==> config.mk <==
export PLATFORM = sky130hd
export DESIGN_NAME = hdmi_axi_write_addr
export DESIGN_NICKNAME = d
export VERILOG_FILES = /design/src/rtl/hdmi_axi_write_addr.sv
export SDC_FILE = /design/constraint.sdc
export NUM_CORES = 1
export LEC_CHECK = 0
export ABC_CLOCK_PERIOD_IN_PS = 3020
export BUFFER_PORTS_ARGS = -buffer_cell sky130_fd_sc_hd__buf_4
export CAP_MARGIN = 10
export CORE_AREA = 3 3 73 75
export CTS_CLUSTER_SIZE = 28
export DETAILED_ROUTE_END_ITERATION = 10
export DIE_AREA = 0 0 76 78
export PLACE_DENSITY = 0.81
export REMOVE_ABC_BUFFERS = 1
export SKIP_CTS_REPAIR_TIMING = 1
export SLEW_MARGIN = 20
export SYNTH_ARGS = -nofsm -noshare
export SYNTH_HDL_FRONTEND = slang
export SYNTH_SLANG_ARGS = --single-unit
==> constraint.sdc <==
create_clock -name clk -period 3.02 [get_ports clk]
set_clock_uncertainty 0.15 [all_clocks]
set_input_delay 0.453 -clock clk [delete_from_list [all_inputs] [get_ports clk]]
set_output_delay 0.453 -clock clk [all_outputs]
set_load 0.05 [all_outputs]
==> src/rtl/hdmi_axi_write_addr.sv <==
// Write-side burst address generator for the double-buffered frame store; publishes last completed bank.
// Latency: kick rises 2 cycles after fifo_count >= WORD_SIZE with busy low; frame_done 1 cycle after last burst accepted.
// Backpressure: waits for busy low before issuing, holds kick until busy seen high; early frame_start abandons the frame.
module hdmi_axi_write_addr #(
    parameter logic [31:0] X_SIZE      = 32'd256,
    parameter logic [31:0] Y_SIZE      = 32'd256,
    parameter logic [31:0] WORD_SIZE   = 32'd256,
    parameter logic [31:0] BANK_OFFSET = 32'h200_0000
) (
    input  logic        clk,
    input  logic        rst,
    input  logic        frame_start,
    input  logic [31:0] fifo_count,
    input  logic        busy,
    output logic        kick,
    output logic [31:0] write_addr,
    output logic [31:0] write_num,
    output logic        frame_select,
    output logic        frame_done,
    output logic        frame_err
);
    localparam logic [31:0] FRAME_SIZE  = X_SIZE * Y_SIZE;
    localparam logic [31:0] BURST_BYTES = WORD_SIZE * 32'd4;
    localparam logic [31:0] LAST_OFFSET = (FRAME_SIZE - WORD_SIZE) * 32'd4;

    typedef enum logic [2:0] {
        S_IDLE       = 3'd0,
        S_WAIT_DATA  = 3'd1,
        S_ISSUE_IDLE = 3'd2,
        S_ISSUE      = 3'd3,
        S_ISSUE_WAIT = 3'd4,
        S_FRAME_END  = 3'd5
    } state_t;

    state_t      state;
    logic [31:0] wr_offset;
    logic        wr_bank;
    logic        start_pending;

    assign write_num  = WORD_SIZE;
    assign write_addr = wr_offset + (wr_bank ? BANK_OFFSET : 32'd0);

    always_ff @(posedge clk) begin
        if (rst) begin
            state         <= S_IDLE;
            wr_offset     <= 32'd0;
            wr_bank       <= 1'b0;
            frame_select  <= 1'b1;
            kick          <= 1'b0;
            frame_done    <= 1'b0;
            frame_err     <= 1'b0;
            start_pending <= 1'b0;
        end else begin
            frame_done <= 1'b0;
            frame_err  <= 1'b0;
            case (state)
                S_IDLE: begin
                    if (frame_start || start_pending) begin
                        start_pending <= 1'b0;
                        wr_offset     <= 32'd0;
                        state         <= S_WAIT_DATA;
                    end
                end
                S_WAIT_DATA: begin
                    if (frame_start) begin
                        start_pending <= 1'b1;
                        frame_err     <= 1'b1;
                        state         <= S_IDLE;
                    end else if (fifo_count >= WORD_SIZE) begin
                        state <= S_ISSUE_IDLE;
                    end
                end
                S_ISSUE_IDLE: begin
                    if (frame_start) begin
                        start_pending <= 1'b1;
                        frame_err     <= 1'b1;
                        state         <= S_IDLE;
                    end else if (!busy) begin
                        kick  <= 1'b1;
                        state <= S_ISSUE;
                    end
                end
                S_ISSUE: begin
                    if (frame_start) start_pending <= 1'b1;
                    state <= S_ISSUE_WAIT;
                end
                S_ISSUE_WAIT: begin
                    if (frame_start) start_pending <= 1'b1;
                    // The in-flight request must be seen by the master before any abort takes effect.
                    if (busy) begin
                        kick      <= 1'b0;
                        wr_offset <= wr_offset + BURST_BYTES;
                        if (wr_offset == LAST_OFFSET) begin
                            frame_done <= 1'b1;
                            state      <= S_FRAME_END;
                        end else if (start_pending || frame_start) begin
                            frame_err <= 1'b1;
                            state     <= S_IDLE;
                        end else begin
                            state <= S_WAIT_DATA;
                        end
                    end
                end
                S_FRAME_END: begin
                    if (frame_start) start_pending <= 1'b1;
                    frame_select <= wr_bank;
                    wr_bank      <= ~wr_bank;
                    state        <= S_IDLE;
                end
                default: begin
                    kick  <= 1'b0;
                    state <= S_IDLE;
                end
            endcase
        end
    end
endmodule

* Word-level counts from Yosys, hierarchy flattened
Cells that the tools add are included.
Storage, ports and cells: register bits after elaboration 41, input port bits 36, output and inout port bits 68, logic and storage cells 66
Cells by class: add/subtract/negate cells 2, magnitude comparators 1, eq/ne operators 13, muxes and demuxes 26, bitwise operators 4, reduce and logical (&&, ||, !) cells 12
Operators by type and width (number):
- 2-to-1 mux 32 bit | 2
- case mux 32 bit (2 select lines) | 1
- adder 32 x 11 -> 32 bit, second input constant | 1
- adder 32 x 26 -> 32 bit | 1
- == test 32 x 18 -> 1 bit, second input constant | 1
- greater-or-equal comparator 32 x 9 -> 1 bit, second input constant | 1
- 2-to-1 mux 26 bit | 1
- 2-to-1 mux 3 bit | 7
- case mux 3 bit (5 select lines) | 1
- 2-to-1 mux 1 bit | 11
- inequality test 2 bit, second input constant | 4
- AND reduction 4 bit | 2
- == test 3 x 2 -> 1 bit, second input constant | 2
- == test 3 bit, second input constant | 2
- inequality test 3 bit, second input constant | 2
- AND reduction 3 bit | 2
- OR reduction 5 bit | 1
- inverter 1 bit | 4
- case mux 1 bit (2 select lines) | 2
- nonzero test 2 bit | 2
- OR reduction 4 bit | 1
- == test 3 x 1 -> 1 bit, second input constant | 1
- zero test 3 bit | 1
- case mux 1 bit (3 select lines) | 1
- other kinds (4) | 4

* Longest topological paths before layout
Gate-level depths: netlist (run 1).
depth in word-level cells 5, depth in mapped cells 7

* Least setup slack after synthesis (run 1)
OpenSTA, ideal clock, no wires.
kind flip-flop to output port, from reg wr_offset[25], to out write_addr[29], arrival time 1.694 ns, required time 2.417 ns, slack 0.723 ns, stages on the path, launching flop included 5, buffers on the path 0, path through dfxtp_1 -> ha_1 -> ha_1 -> nand3_1 -> xnor2_1
Between the ends: word-level cells in the longest chain between the ends 1
Ends and longest elaborated chain:
- start: declaration | line 36 | logic [31:0] wr_offset;
- start signal: assignment | line 92 | wr_offset <= wr_offset + BURST_BYTES;
- adder 32 x 26 -> 32 bit | line 41 | assign write_addr = wr_offset + (wr_bank ? BANK_OFFSET : 32'd0);
- end: declaration | line 16 | output logic [31:0] write_addr,
Every way passes these cells.

* Worst setup path in the final report (run 1)
Ends and elaborated chain as after synthesis.

==> results of run 1 <==
cell type report:
cell class	count	area, um^2	share of cell area [%]
well taps	67	83.8	3.53
clock buffers	6	72.6	3.06
inverters	5	18.8	0.791
repair buffers	53	398	16.8
flip-flops and latches	31	621	26.1
multi-input cells	209	1180	49.7
layout by cell type, fill, tap and decap left out, drive strengths merged, types with 3 or more instances in the layout:
| cell type | instances |
|---|---|
| ha | 3 |
| nand4 | 7 |
| and3 | 3 |
| dfxtp | 31 |
| nor2 | 31 |
| or3 | 5 |
| nor3 | 9 |
| nand3 | 12 |
| and4 | 3 |
| conb | 42 |
| clkbuf | 6 |
| nor4 | 19 |
| nand2 | 16 |
| buf | 53 |
| inv | 5 |
| a21oi | 11 |
| o21ai | 6 |
| xnor2 | 21 |
flip-flops by register name, indices dropped and copies added, names as in the netlist:
name           flops
frame_done         1
frame_err          1
frame_select       1
kick               1
start_pending      1
state              3
wr_bank            1
wr_offset         22
where the power goes:
group	total, uW	internal (uW)	switching (uW)
Combinational	206	41.8	164
Sequential	424	414	9.95
Clock	299	153	146
Total	929	609	320
logic make-up (layout without fill, tap and decap cells):
kind of cell / Yosys count / after routing / share of synthesized area [%]
AO/OA/AOI/OAI: 22 / 22 / 5.97
XOR/XNOR: 23 / 23 / 9.42
adder cells (fa/ha/maj): 3 / 3 / 1.76
buffers and inverters: 71 / 64 / 22.8
flip-flops: 31 / 31 / 29.0
multiplexers: 1 / 1 / 0.468
other: 2 / 42 / 0.351
AND/OR/NAND/NOR: 118 / 118 / 30.2
through the flow:
stage / setup WS [ns] / utilization (%) / power [uW]
2_1_floorplan: 0.664 / - / 591
3_3_place_gp: 0.953 / 48.7 / 635
3_5_place_dp: 0.892 / 48.7 / 638
4_1_cts: 0.744 / 50.3 / 939
5_1_grt: 0.677 / 50.3 / 969
6_report: 0.772 / 50.3 / 929
layer usage:
| metal | wire length [um] | part of all wire [%] | global-route usage (%) | vias to the layer above |
|---|---|---|---|---|
| met2 | 2140 | 49 | 25.6 | 73 |
| met1 | 1780 | 41 | 15.2 | 803 |
| met5 | 0 | 0 | 0 | - |
| li1 | - | - | - | 900 |
| met3 | 363 | 8.3 | 4.99 | 9 |
| met4 | 95 | 2.2 | 6.70 | 0 |
worst min-delay path by stage:
stage	from	to	slack, ns	depth (start not counted)
2_1_floorplan	wr_bank	frame_select	0.34	2
3_3_place_gp	frame_select	frame_select	0.32	2
5_1_grt	rst	wr_bank	0.28	2
4_1_cts	rst	wr_bank	0.28	2
3_5_place_dp	frame_select	frame_select	0.33	2
6_report	rst	wr_bank	0.29	2
worst register-to-register path, stage by stage, from the launching register on:
cell and delay [ns]:
sky130_fd_sc_hd__dfxtp_1 0.43, sky130_fd_sc_hd__ha_1 0.26, sky130_fd_sc_hd__and4_4 0.27, sky130_fd_sc_hd__nand4_2 0.12, sky130_fd_sc_hd__or3_4 0.43, sky130_fd_sc_hd__and3_4 0.19, sky130_fd_sc_hd__nor4_2 0.21
==> results.txt, run 1 <==
----------------------------------------------------
[Outcome]
  Status ... complete, no violations

[STA]
  Final hold violation count ... 0
  Fmax achieved ... 0.445 GHz
  Worst slew margin relative to its limit ... 55.5%
  Setup TNS ... 0 ns
  Tcrit/Tclk final ... 74.4%
  Final Setup Violations ... 0
  RSZ-0062 raised after global routing ... no
  Actual slew at the worst max-slew pin ... 0.667 ns
  Fin crit period ... 2.25 ns
  Final-layout worst hold slack ... 0.289 ns
  Max Slew Vio Count ... 0

[Setup path]
  Top delay family on crit path ... adder cells
  Kind of critical path ... register to output pin
  Ordered list of cells on the worst path ... ha_1, ha_1, nand3_1, xnor2_1, buf_4
  CP max stage delay ... 0.44 ns
  Category of the worst setup path capture point ... output pin
  Critical path origin ... wr_offset[25]
  Number of cells on the worst reg-to-reg path ... 6
  Crit. path cell count ... 5
  Crit path launch type ... register
  Bufs and invs on worst path ... 1
  Endpoint of the most critical register-to-register path ... state[0]
  Reg2reg start ... wr_offset[10]
  Most used cell along the critical path ... sky130_fd_sc_hd__ha_1
  Highest net fanout along the worst path ... 5
  Setup slack of the most critical reg-to-reg path ... 0.87 ns
  Capturing element of the worst setup path ... write_addr[29]
  Worst-path cell with the longest stage delay ... sky130_fd_sc_hd__dfxtp_1
  Required time of the worst setup path ... 2.42 ns
  Worst path arrival time ... 1.64 ns

[Floorplan]
  I/O pins ... 104
  Starting utilization of the core area ... 45.3%
  Number of rows created at floorplan ... 25
  Chip height ... 78 um
  Std-Cell Core Area ... 0.00472 mm^2
  Chip width ... 76 um
  Die Footprint ... 0.00593 mm^2

[Route]
  Routed len/inst ... 11.8 um
  Routed WL ... 4.37 mm
  Drt pass-1 iters ... 4
  # DRC ... 0
  Number of nets still failing antenna checks after routing ... 0
  Vias/cell ... 4.81
  Routed vias ... 1,785
  DR iter-0 viols ... 94

[Clock tree]
  Number of H-tree levels ... 2
  Clock slew at reported path FFs ... 0.06 ns
  Deepest clock path buffer count ... 2
  Clock sink total ... 31
  Clock tree from TritonCTS ... built
  Root Buffer Master ... sky130_fd_sc_hd__clkbuf_8
  Clock latency on the worst-skew pair ... 0.29 ns
  CTS Buf Count ... 5

[GRT]
  Wire length of the first global-routing pass ... 6.80 mm
  Antenna violations before repair ... 0
  Global-route congestion overflow total ... 0
  Via count of the first global-routing pass ... 1,552
  Pin count of the biggest net entering global routing ... 21
  Total routing usage reported by global routing ... 14.4%

[Power]
  P per Cell Area ... 392 mW/mm^2
  Leakage power of the design ... 0.000962 uW
  Maximum vdd drop ... 0.157 mV

[Logic synthesis]
  Number of flops mapped to enable cells by yosys ... 0
  Synth top cells by count ... sky130_fd_sc_hd__buf_4 (58), sky130_fd_sc_hd__dfxtp_1 (31), sky130_fd_sc_hd__nor2_1 (31)
  Total standard cell area after synthesis ... 0.00214 mm^2
  Dominant cell type by area after synthesis ... sky130_fd_sc_hd__dfxtp_1
  Distinct cell type count of the synthesized netlist ... 42
  Top cell type's share of synthesized area ... 29.0%
  Primary FF master, synth ... sky130_fd_sc_hd__dfxtp_1
  Main area contributors after synthesis ... sky130_fd_sc_hd__dfxtp_1 (29%), sky130_fd_sc_hd__buf_4 (20%), sky130_fd_sc_hd__xnor2_1 (8.6%)
  Synthesized flop and latch total ... 31
  Number of instances in the synthesized netlist ... 271
  Proportion of synthesized chip area in sequential cells ... 29.0%
  Proportion of synthesized flip-flops having asynchronous set or reset ... 0%
  Number of warning messages in the yosys log ... 0
  Most frequently used cell type in the post-synthesis netlist ... sky130_fd_sc_hd__buf_4
  Mean cell area of the mapped netlist ... 7.89 um^2

[Finish]
  Net count of the finished layout ... 344
  Final standard cell area without fillers ... 0.00237 mm^2
  Ratio of cells with drive above 1 in the final layout ... 22.0%
  Number of fillers in the final layout ... 476
  Final Non-Filler Cells ... 371
  Count of inserted antenna diode cells ... 0
  Area Overhead vs Synth ... 11.0%

[Flow run]
  Max Cap Violations ... 0

[Placement]
  Cells after DPL ... 365
  Weighted congestion at the end of routability-driven global placement ... 0.779
  Post-DP HPWL ... 3.34 mm
  Port-buffer cells ... 53
  Cell area after placement ... 0.00230 mm^2

[Hold path]
  Type of the most critical hold path ... input port to register

----------------------------------------------------
Power figures use the tool's default switching activity.
==> run 2, diff against run 1 <==
--- a/config.mk
+++ b/config.mk
@@ -5,14 +5,15 @@
 export SDC_FILE = /design/constraint.sdc
 export NUM_CORES = 1
 export LEC_CHECK = 0
-export ABC_CLOCK_PERIOD_IN_PS = 3020
+export ABC_AREA = 1
+export ABC_CLOCK_PERIOD_IN_PS = 2110
 export BUFFER_PORTS_ARGS = -buffer_cell sky130_fd_sc_hd__buf_4
 export CAP_MARGIN = 10
-export CORE_AREA = 3 3 73 75
+export CORE_AREA = 3 3 75 77
 export CTS_CLUSTER_SIZE = 28
 export DETAILED_ROUTE_END_ITERATION = 10
-export DIE_AREA = 0 0 76 78
-export PLACE_DENSITY = 0.81
+export DIE_AREA = 0 0 78 80
+export PLACE_DENSITY = 0.8
 export REMOVE_ABC_BUFFERS = 1
 export SKIP_CTS_REPAIR_TIMING = 1
 export SLEW_MARGIN = 20
==> constraint.sdc (replaced) <==
create_clock -name clk -period 2.11 [get_ports clk]
set_clock_uncertainty 0.15 [all_clocks]
set_input_delay 0.3165 -clock clk [delete_from_list [all_inputs] [get_ports clk]]
set_output_delay 0.3165 -clock clk [all_outputs]
set_load 0.05 [all_outputs]
==> results.txt, run 2 <==
----------------------------------------------------
[Setup path]
  Worst path arrival time ... 1.51 ns (-0.13 ns)
  Category of the worst setup path capture point ... output pin
  Highest net fanout along the worst path ... 5 (unchanged)
  Worst-path cell with the longest stage delay ... sky130_fd_sc_hd__dfxtp_1
  Top delay family on crit path ... simple AND/OR/NAND/NOR gates
  Reg2reg start ... wr_offset[10]
  Ordered list of cells on the worst path ... nand2_1, nor2_1, nand2_1, xor2_1, buf_4
  Endpoint of the most critical register-to-register path ... wr_offset[28]
  CP max stage delay ... 0.42 ns (-0.02 ns)
  Bufs and invs on worst path ... 1 (unchanged)
  Critical path origin ... wr_offset[27]
  Kind of critical path ... register to output pin
  Most used cell along the critical path ... sky130_fd_sc_hd__nand2_1
  Number of cells on the worst reg-to-reg path ... 10 (+4)
  Required time of the worst setup path ... 1.64 ns (-0.78 ns)
  Setup slack of the most critical reg-to-reg path ... 0.32 ns (-0.55 ns)
  Crit path launch type ... register

[Logic synthesis]
  Number of instances in the synthesized netlist ... 323 (+19%)
  Number of warning messages in the yosys log ... 0 (unchanged)
  Number of flops mapped to enable cells by yosys ... 0 (unchanged)
  Mean cell area of the mapped netlist ... 6.98 um^2 (-11%)
  Total standard cell area after synthesis ... 0.00226 mm^2 (+5.5%)
  Primary FF master, synth ... sky130_fd_sc_hd__dfxtp_1
  Most frequently used cell type in the post-synthesis netlist ... sky130_fd_sc_hd__buf_4
  Proportion of synthesized chip area in sequential cells ... 27.5% (-1.5 points)
  Main area contributors after synthesis ... sky130_fd_sc_hd__dfxtp_1 (28%), sky130_fd_sc_hd__buf_4 (19%), sky130_fd_sc_hd__nor2_1 (7.7%)
  Synthesized flop and latch total ... 31 (unchanged)
  Distinct cell type count of the synthesized netlist ... 35 (-17%)
  Dominant cell type by area after synthesis ... sky130_fd_sc_hd__dfxtp_1
  Synth top cells by count ... sky130_fd_sc_hd__buf_4 (58), sky130_fd_sc_hd__nor2_1 (46), sky130_fd_sc_hd__nand2_1 (45)
  Proportion of synthesized flip-flops having asynchronous set or reset ... 0% (unchanged)
  Top cell type's share of synthesized area ... 27.5% (-1.5 points)

[Clock tree]
  Clock slew at reported path FFs ... 0.07 ns (about the same)
  Root Buffer Master ... sky130_fd_sc_hd__clkbuf_8
  CTS Buf Count ... 5 (unchanged)
  Clock tree from TritonCTS ... built
  Clock latency on the worst-skew pair ... 0.28 ns (about the same)
  Deepest clock path buffer count ... 2 (unchanged)
  Number of H-tree levels ... 2 (unchanged)
  Clock sink total ... 31 (unchanged)

[Floorplan]
  Die Footprint ... 0.00624 mm^2 (+5.3%)
  I/O pins ... 104 (unchanged)
  Chip width ... 78 um (+2.6%)
  Chip height ... 80 um (+2.6%)
  Starting utilization of the core area ... 44.5% (-0.82 points)
  Number of rows created at floorplan ... 26 (+4.0%)
  Std-Cell Core Area ... 0.00507 mm^2 (+7.4%)

[STA]
  Max Slew Vio Count ... 0 (unchanged)
  Fin crit period ... 1.98 ns
  Least setup slack across all paths after layout ... 0.131 ns (-0.641 ns)
  Fmax achieved ... 0.505 GHz
  Tcrit/Tclk final ... 93.8%
  Final hold violation count ... 0 (unchanged)
  RSZ-0062 raised after global routing ... no
  Final Setup Violations ... 0 (unchanged)
  Setup TNS ... 0 ns (unchanged)

[Route]
  # DRC ... 0 (unchanged)
  Routed vias ... 1,968 (+10%)
  Routed WL ... 4.50 mm (+2.8%)
  Vias/cell ... 4.53 (-5.8%)
  DR iter-0 viols ... 101 (+7.4%)
  Number of nets still failing antenna checks after routing ... 0 (unchanged)
  Routed len/inst ... 10.4 um (-12%)
  Drt pass-1 iters ... 4 (unchanged)

[Finish]
  Most common cell after layout, fill and taps aside ... sky130_fd_sc_hd__buf_4
  Flip-flop count of the largest register after layout ... 22 (unchanged)
  Largest registers ... wr_offset (22), state (3)
  Most frequent cells in the layout ... sky130_fd_sc_hd__buf_4 (53), sky130_fd_sc_hd__nor2_1 (46), sky130_fd_sc_hd__nand2_1 (45)
  Register ranked first by flip-flop count ... wr_offset
  Net count of the finished layout ... 402 (+17%)
  Area Overhead vs Synth ... 13.0%
  Count of inserted antenna diode cells ... 0 (unchanged)
  Ratio of cells with drive above 1 in the final layout ... 24.5% (+2.4 points)

[Power]
  P per Cell Area ... 871 mW/mm^2 (+120%)
  Leakage power of the design ... 0.00114 uW (+19%)
  Maximum vdd drop ... 0.591 mV (+280%)

[Outcome]
  Status ... complete, no violations

[Placement]
  Port-buffer cells ... 53 (unchanged)
  Setup WS pre-CTS ... 0.313 ns (-0.580 ns)
  Weighted congestion at the end of routability-driven global placement ... 0.830 (+6.6%)
  Post-DP HPWL ... 3.53 mm (+5.8%)

[GRT]
  Antenna violations before repair ... 0 (unchanged)
  Total routing usage reported by global routing ... 14.3% (-0.074 points)
  Wire length of the first global-routing pass ... 7.19 mm (+5.8%)
  Pin count of the biggest net entering global routing ... 18 (-14%)
  Global-route congestion overflow total ... 0 (unchanged)
  Via count of the first global-routing pass ... 1,698 (+9.4%)

[Hold path]
  Type of the most critical hold path ... input port to register
  Worst hold stages ... 2 (unchanged)
  Start point of the worst min-delay path ... rst
  Hold-critical path endpoint ... wr_bank

[Flow run]
  Max Cap Violations ... 0 (unchanged)

----------------------------------------------------
==> run 2: layout make-up <==
cell class | count | area [um^2]
clock buffers | 8 | 100
fillers | 532 | 2530
inverters | 36 | 135
multi-input cells | 236 | 1210
flip-flops and latches | 31 | 622
well taps | 70 | 87.6
repair buffers | 53 | 398
==> run 2: logic make-up after synthesis <==
logic type | Yosys count | share of synthesized area [%]
other | 2 | 0.333
buffers and inverters | 96 | 26.0
adder cells (fa/ha/maj) | 3 | 1.66
XOR/XNOR | 5 | 1.94
AND/OR/NAND/NOR | 142 | 31.7
AO/OA/AOI/OAI | 44 | 10.8
flip-flops | 31 | 27.5
==> run 2: worst register-to-register path, stage by stage, from the launching register on <==
cell                      delay [ns]
sky130_fd_sc_hd__dfxtp_1        0.39
sky130_fd_sc_hd__ha_1           0.19
sky130_fd_sc_hd__nand2_1        0.10
sky130_fd_sc_hd__nor2_4         0.11
sky130_fd_sc_hd__nand2_1        0.10
sky130_fd_sc_hd__nor2_4         0.16
sky130_fd_sc_hd__nand3_4        0.11
sky130_fd_sc_hd__nor2_4         0.17
sky130_fd_sc_hd__nand3_1        0.09
sky130_fd_sc_hd__nand2_1        0.08
sky130_fd_sc_hd__nor2_2         0.04
==> run 2: worst max path at each step <==
| stage | cells after the start | end | slack (ns) |
|---|---|---|---|
| floorplan | 10 | wr_offset[28] | 0.04 |
| global placement | 10 | wr_offset[28] | 0.34 |
| detailed placement | 10 | wr_offset[28] | 0.31 |
| CTS | 5 | write_addr[29] | 0.08 |
| global route | 5 | write_addr[31] | 0.01 |
| finish | 5 | write_addr[30] | 0.13 |
==> run 2: per-stage QoR <==
stage	area [um^2]	util [%]	hold WS [ns]	instances	total power [uW]
final	2550	50.2	0.0623	434	2220
after global routing	2550	50.2	0.0598	434	2360
after CTS	2540	50.0	0.0562	434	2240
after detailed placement	2440	48.1	0.320	426	1710
after global placement	2440	48.1	0.315	426	1690
after floorplan	1950	-	0.236	303	1510
==> run 2: report_power, final <==
part,switching [uW],internal [uW],total [uW]
combinational,690,264,954
sequential,88.8,655,743
clock,226,298,524
==> run 2: layer usage <==
layer / part of all wire [%] / GRT usage [%] / wire, um
met2: 50 / 24.7 / 2240
met1: 42 / 16.5 / 1870
met3: 7.0 / 3.61 / 314
met5: 0 / 0 / 0
met4: 1.5 / 6.82 / 68
==> run 3, diff against run 2 <==
--- a/config.mk
+++ b/config.mk
@@ -14,6 +14,7 @@
 export DETAILED_ROUTE_END_ITERATION = 10
 export DIE_AREA = 0 0 78 80
 export PLACE_DENSITY = 0.8
+export RECOVER_POWER = 50
 export REMOVE_ABC_BUFFERS = 1
 export SKIP_CTS_REPAIR_TIMING = 1
 export SLEW_MARGIN = 20
==> results.txt, run 3 (synthesis results as in run 2) <==
----------------------------------------------------
[Finish]
  Most common cell after layout, fill and taps aside ... sky130_fd_sc_hd__nor2_1
  Largest registers ... wr_offset (22), state (3)
  Register ranked first by flip-flop count ... wr_offset
  Net count of the finished layout ... 402 (unchanged)
  Final standard cell area without fillers ... 0.00247 mm^2 (-3.2%)
  Count of inserted antenna diode cells ... 0 (unchanged)
  Flip-flop count of the largest register after layout ... 22 (unchanged)
  Most frequent cells in the layout ... sky130_fd_sc_hd__nor2_1 (47), sky130_fd_sc_hd__nand2_1 (45), sky130_fd_sc_hd__conb_1 (42)
  Final Non-Filler Cells ... 434 (unchanged)
  Ratio of cells with drive above 1 in the final layout ... 18.1% (-6.3 points)
  Area Overhead vs Synth ... 9.32%
  Number of fillers in the final layout ... 548 (+3.0%)

[Clock tree]
  Number of H-tree levels ... 2 (unchanged)
  Clock tree from TritonCTS ... built
  Clock sink total ... 31 (unchanged)
  Deepest clock path buffer count ... 2 (unchanged)
  Clock latency on the worst-skew pair ... 0.28 ns (about the same)
  CTS Buf Count ... 5 (unchanged)
  Clock slew at reported path FFs ... 0.07 ns (about the same)
  Root Buffer Master ... sky130_fd_sc_hd__clkbuf_8

[Floorplan]
  Die Footprint ... 0.00624 mm^2 (unchanged)
  Chip width ... 78 um (unchanged)
  Std-Cell Core Area ... 0.00507 mm^2 (unchanged)
  Number of rows created at floorplan ... 26 (unchanged)
  Chip height ... 80 um (unchanged)
  Starting utilization of the core area ... 44.5% (unchanged)
  I/O pins ... 104 (unchanged)

[GRT]
  Wire length of the first global-routing pass ... 7.19 mm (unchanged)
  Pin count of the biggest net entering global routing ... 18 (unchanged)
  Total routing usage reported by global routing ... 14.3% (unchanged)
  Met1 GRT Util ... 16.5% (unchanged)
  Most Crowded Layer GR ... met2
  Global-route congestion overflow total ... 0 (unchanged)
  Via count of the first global-routing pass ... 1,698 (unchanged)
  Antenna violations before repair ... 0 (unchanged)
  Met2 track utilization from global routing ... 24.7% (unchanged)
  Global-route track usage on met3 ... 3.61% (unchanged)

[Setup path]
  Kind of critical path ... register to output pin
  Critical path origin ... wr_offset[27]
  Ordered list of cells on the worst path ... nand2_1, nor2_1, nand2_1, xor2_1, buf_4
  Worst path arrival time ... 1.51 ns (about the same)
  Number of cells on the worst reg-to-reg path ... 8 (-2)
  Endpoint of the most critical register-to-register path ... wr_offset[25]
  Capturing element of the worst setup path ... write_addr[30]
  Worst-path cell with the longest stage delay ... sky130_fd_sc_hd__dfxtp_1
  Highest net fanout along the worst path ... 5 (unchanged)
  Setup slack of the most critical reg-to-reg path ... 0.32 ns (about the same)
  Required time of the worst setup path ... 1.64 ns (about the same)
  Crit path launch type ... register
  CP max stage delay ... 0.42 ns (about the same)
  Reg2reg start ... state[2]
  Most used cell along the critical path ... sky130_fd_sc_hd__nand2_1
  Category of the worst setup path capture point ... output pin

[Route]
  Routed vias ... 1,971 (+0.15%)
  # DRC ... 0 (unchanged)
  Number of nets still failing antenna checks after routing ... 0 (unchanged)
  Drt pass-1 iters ... 4 (unchanged)
  DR iter-0 viols ... 87 (-14%)
  Vias/cell ... 4.54 (+0.15%)
  Routed len/inst ... 10.4 um (+0.58%)
  Routed WL ... 4.52 mm (+0.58%)

[STA]
  Least setup slack across all paths after layout ... 0.132 ns (+0.000618 ns)
  RSZ-0062 raised after global routing ... no
  Actual slew at the worst max-slew pin ... 0.614 ns
  Setup TNS ... 0 ns (unchanged)
  Final Setup Violations ... 0 (unchanged)
  Max Slew Vio Count ... 0 (unchanged)
  Tcrit/Tclk final ... 93.8% (about the same)
  Fin crit period ... 1.98 ns (-0.000618 ns)
  Fmax achieved ... 0.506 GHz (about the same)
  Worst slew margin relative to its limit ... 59.2%
  Final hold violation count ... 0 (unchanged)

[Placement]
  Post-DP HPWL ... 3.53 mm (unchanged)
  Port-buffer cells ... 53 (unchanged)
  Cell area after placement ... 0.00244 mm^2 (unchanged)
  Setup WS pre-CTS ... 0.313 ns (unchanged)
  Weighted congestion at the end of routability-driven global placement ... 0.830 (unchanged)
  Cells after DPL ... 426 (unchanged)

[Hold path]
  Type of the most critical hold path ... input port to register

[Power]
  Leakage power of the design ... 0.00106 uW (-7.5%)
  Maximum vdd drop ... 0.551 mV (-6.7%)
  P per Cell Area ... 884 mW/mm^2 (+1.4%)

[Outcome]
  Status ... complete, no violations

[Flow run]
  Max Cap Violations ... 0 (unchanged)

----------------------------------------------------
[run 3: cell types whose count changed in the layout (fill, tap and decap cells not counted), sizes merged]
cell / previous run / this run
buf: 53 / 33
clkbuf: 8 / 28
[run 3: final cells by class]
type,count,area (um^2),area share [%]
clock buffers,8,100,4.06
inverters,36,135,5.48
multi-input cells,236,1200,48.6
flip-flops and latches,31,622,25.2
well taps,70,87.6,3.55
repair buffers,53,323,13.1
[run 3: how the worst min path moves through the flow]
stage | startpoint | to | slack, ns | cells past startpoint
final | rst | wr_bank | 0.07 | 2
after floorplan | rst | wr_bank | 0.24 | 1
after detailed placement | wr_bank | wr_bank | 0.32 | 2
after global placement | wr_bank | wr_bank | 0.31 | 2
after global routing | rst | wr_bank | 0.06 | 2
after CTS | rst | wr_bank | 0.06 | 2
[run 3: routing by layer]
| layer | vias up | wire, um |
|---|---|---|
| li1 | 1020 | - |
| met1 | 886 | 1940 |
| met2 | 60 | 2260 |
| met3 | 5 | 251 |
| met4 | 0 | 68 |
| met5 | - | 0 |
[run 3: critical path, delay by kind of cell, from the launching register on]
family / cells / cell delay, ns
flops: 1 / 0.42
simple gates: 3 / 0.46
xor+xnor: 1 / 0.13
buf+inv: 1 / 0.21
[run 3: report_power, final]
part	leakage, uW	internal [uW]	switching (uW)
registers	0.000252	654	86.6
clock network	0.0000515	298	225
logic	0.000755	228	687
total	0.00106	1180	999
[run 3: stage by stage]
stage	total power, uW	utilization (%)	hold slack [ns]
floorplan	1510	-	0.236
CTS	2240	50.0	0.0562
detailed placement	1710	48.1	0.320
global route	2320	48.6	0.0598
global placement	1690	48.1	0.315
finish	2180	48.6	0.0656
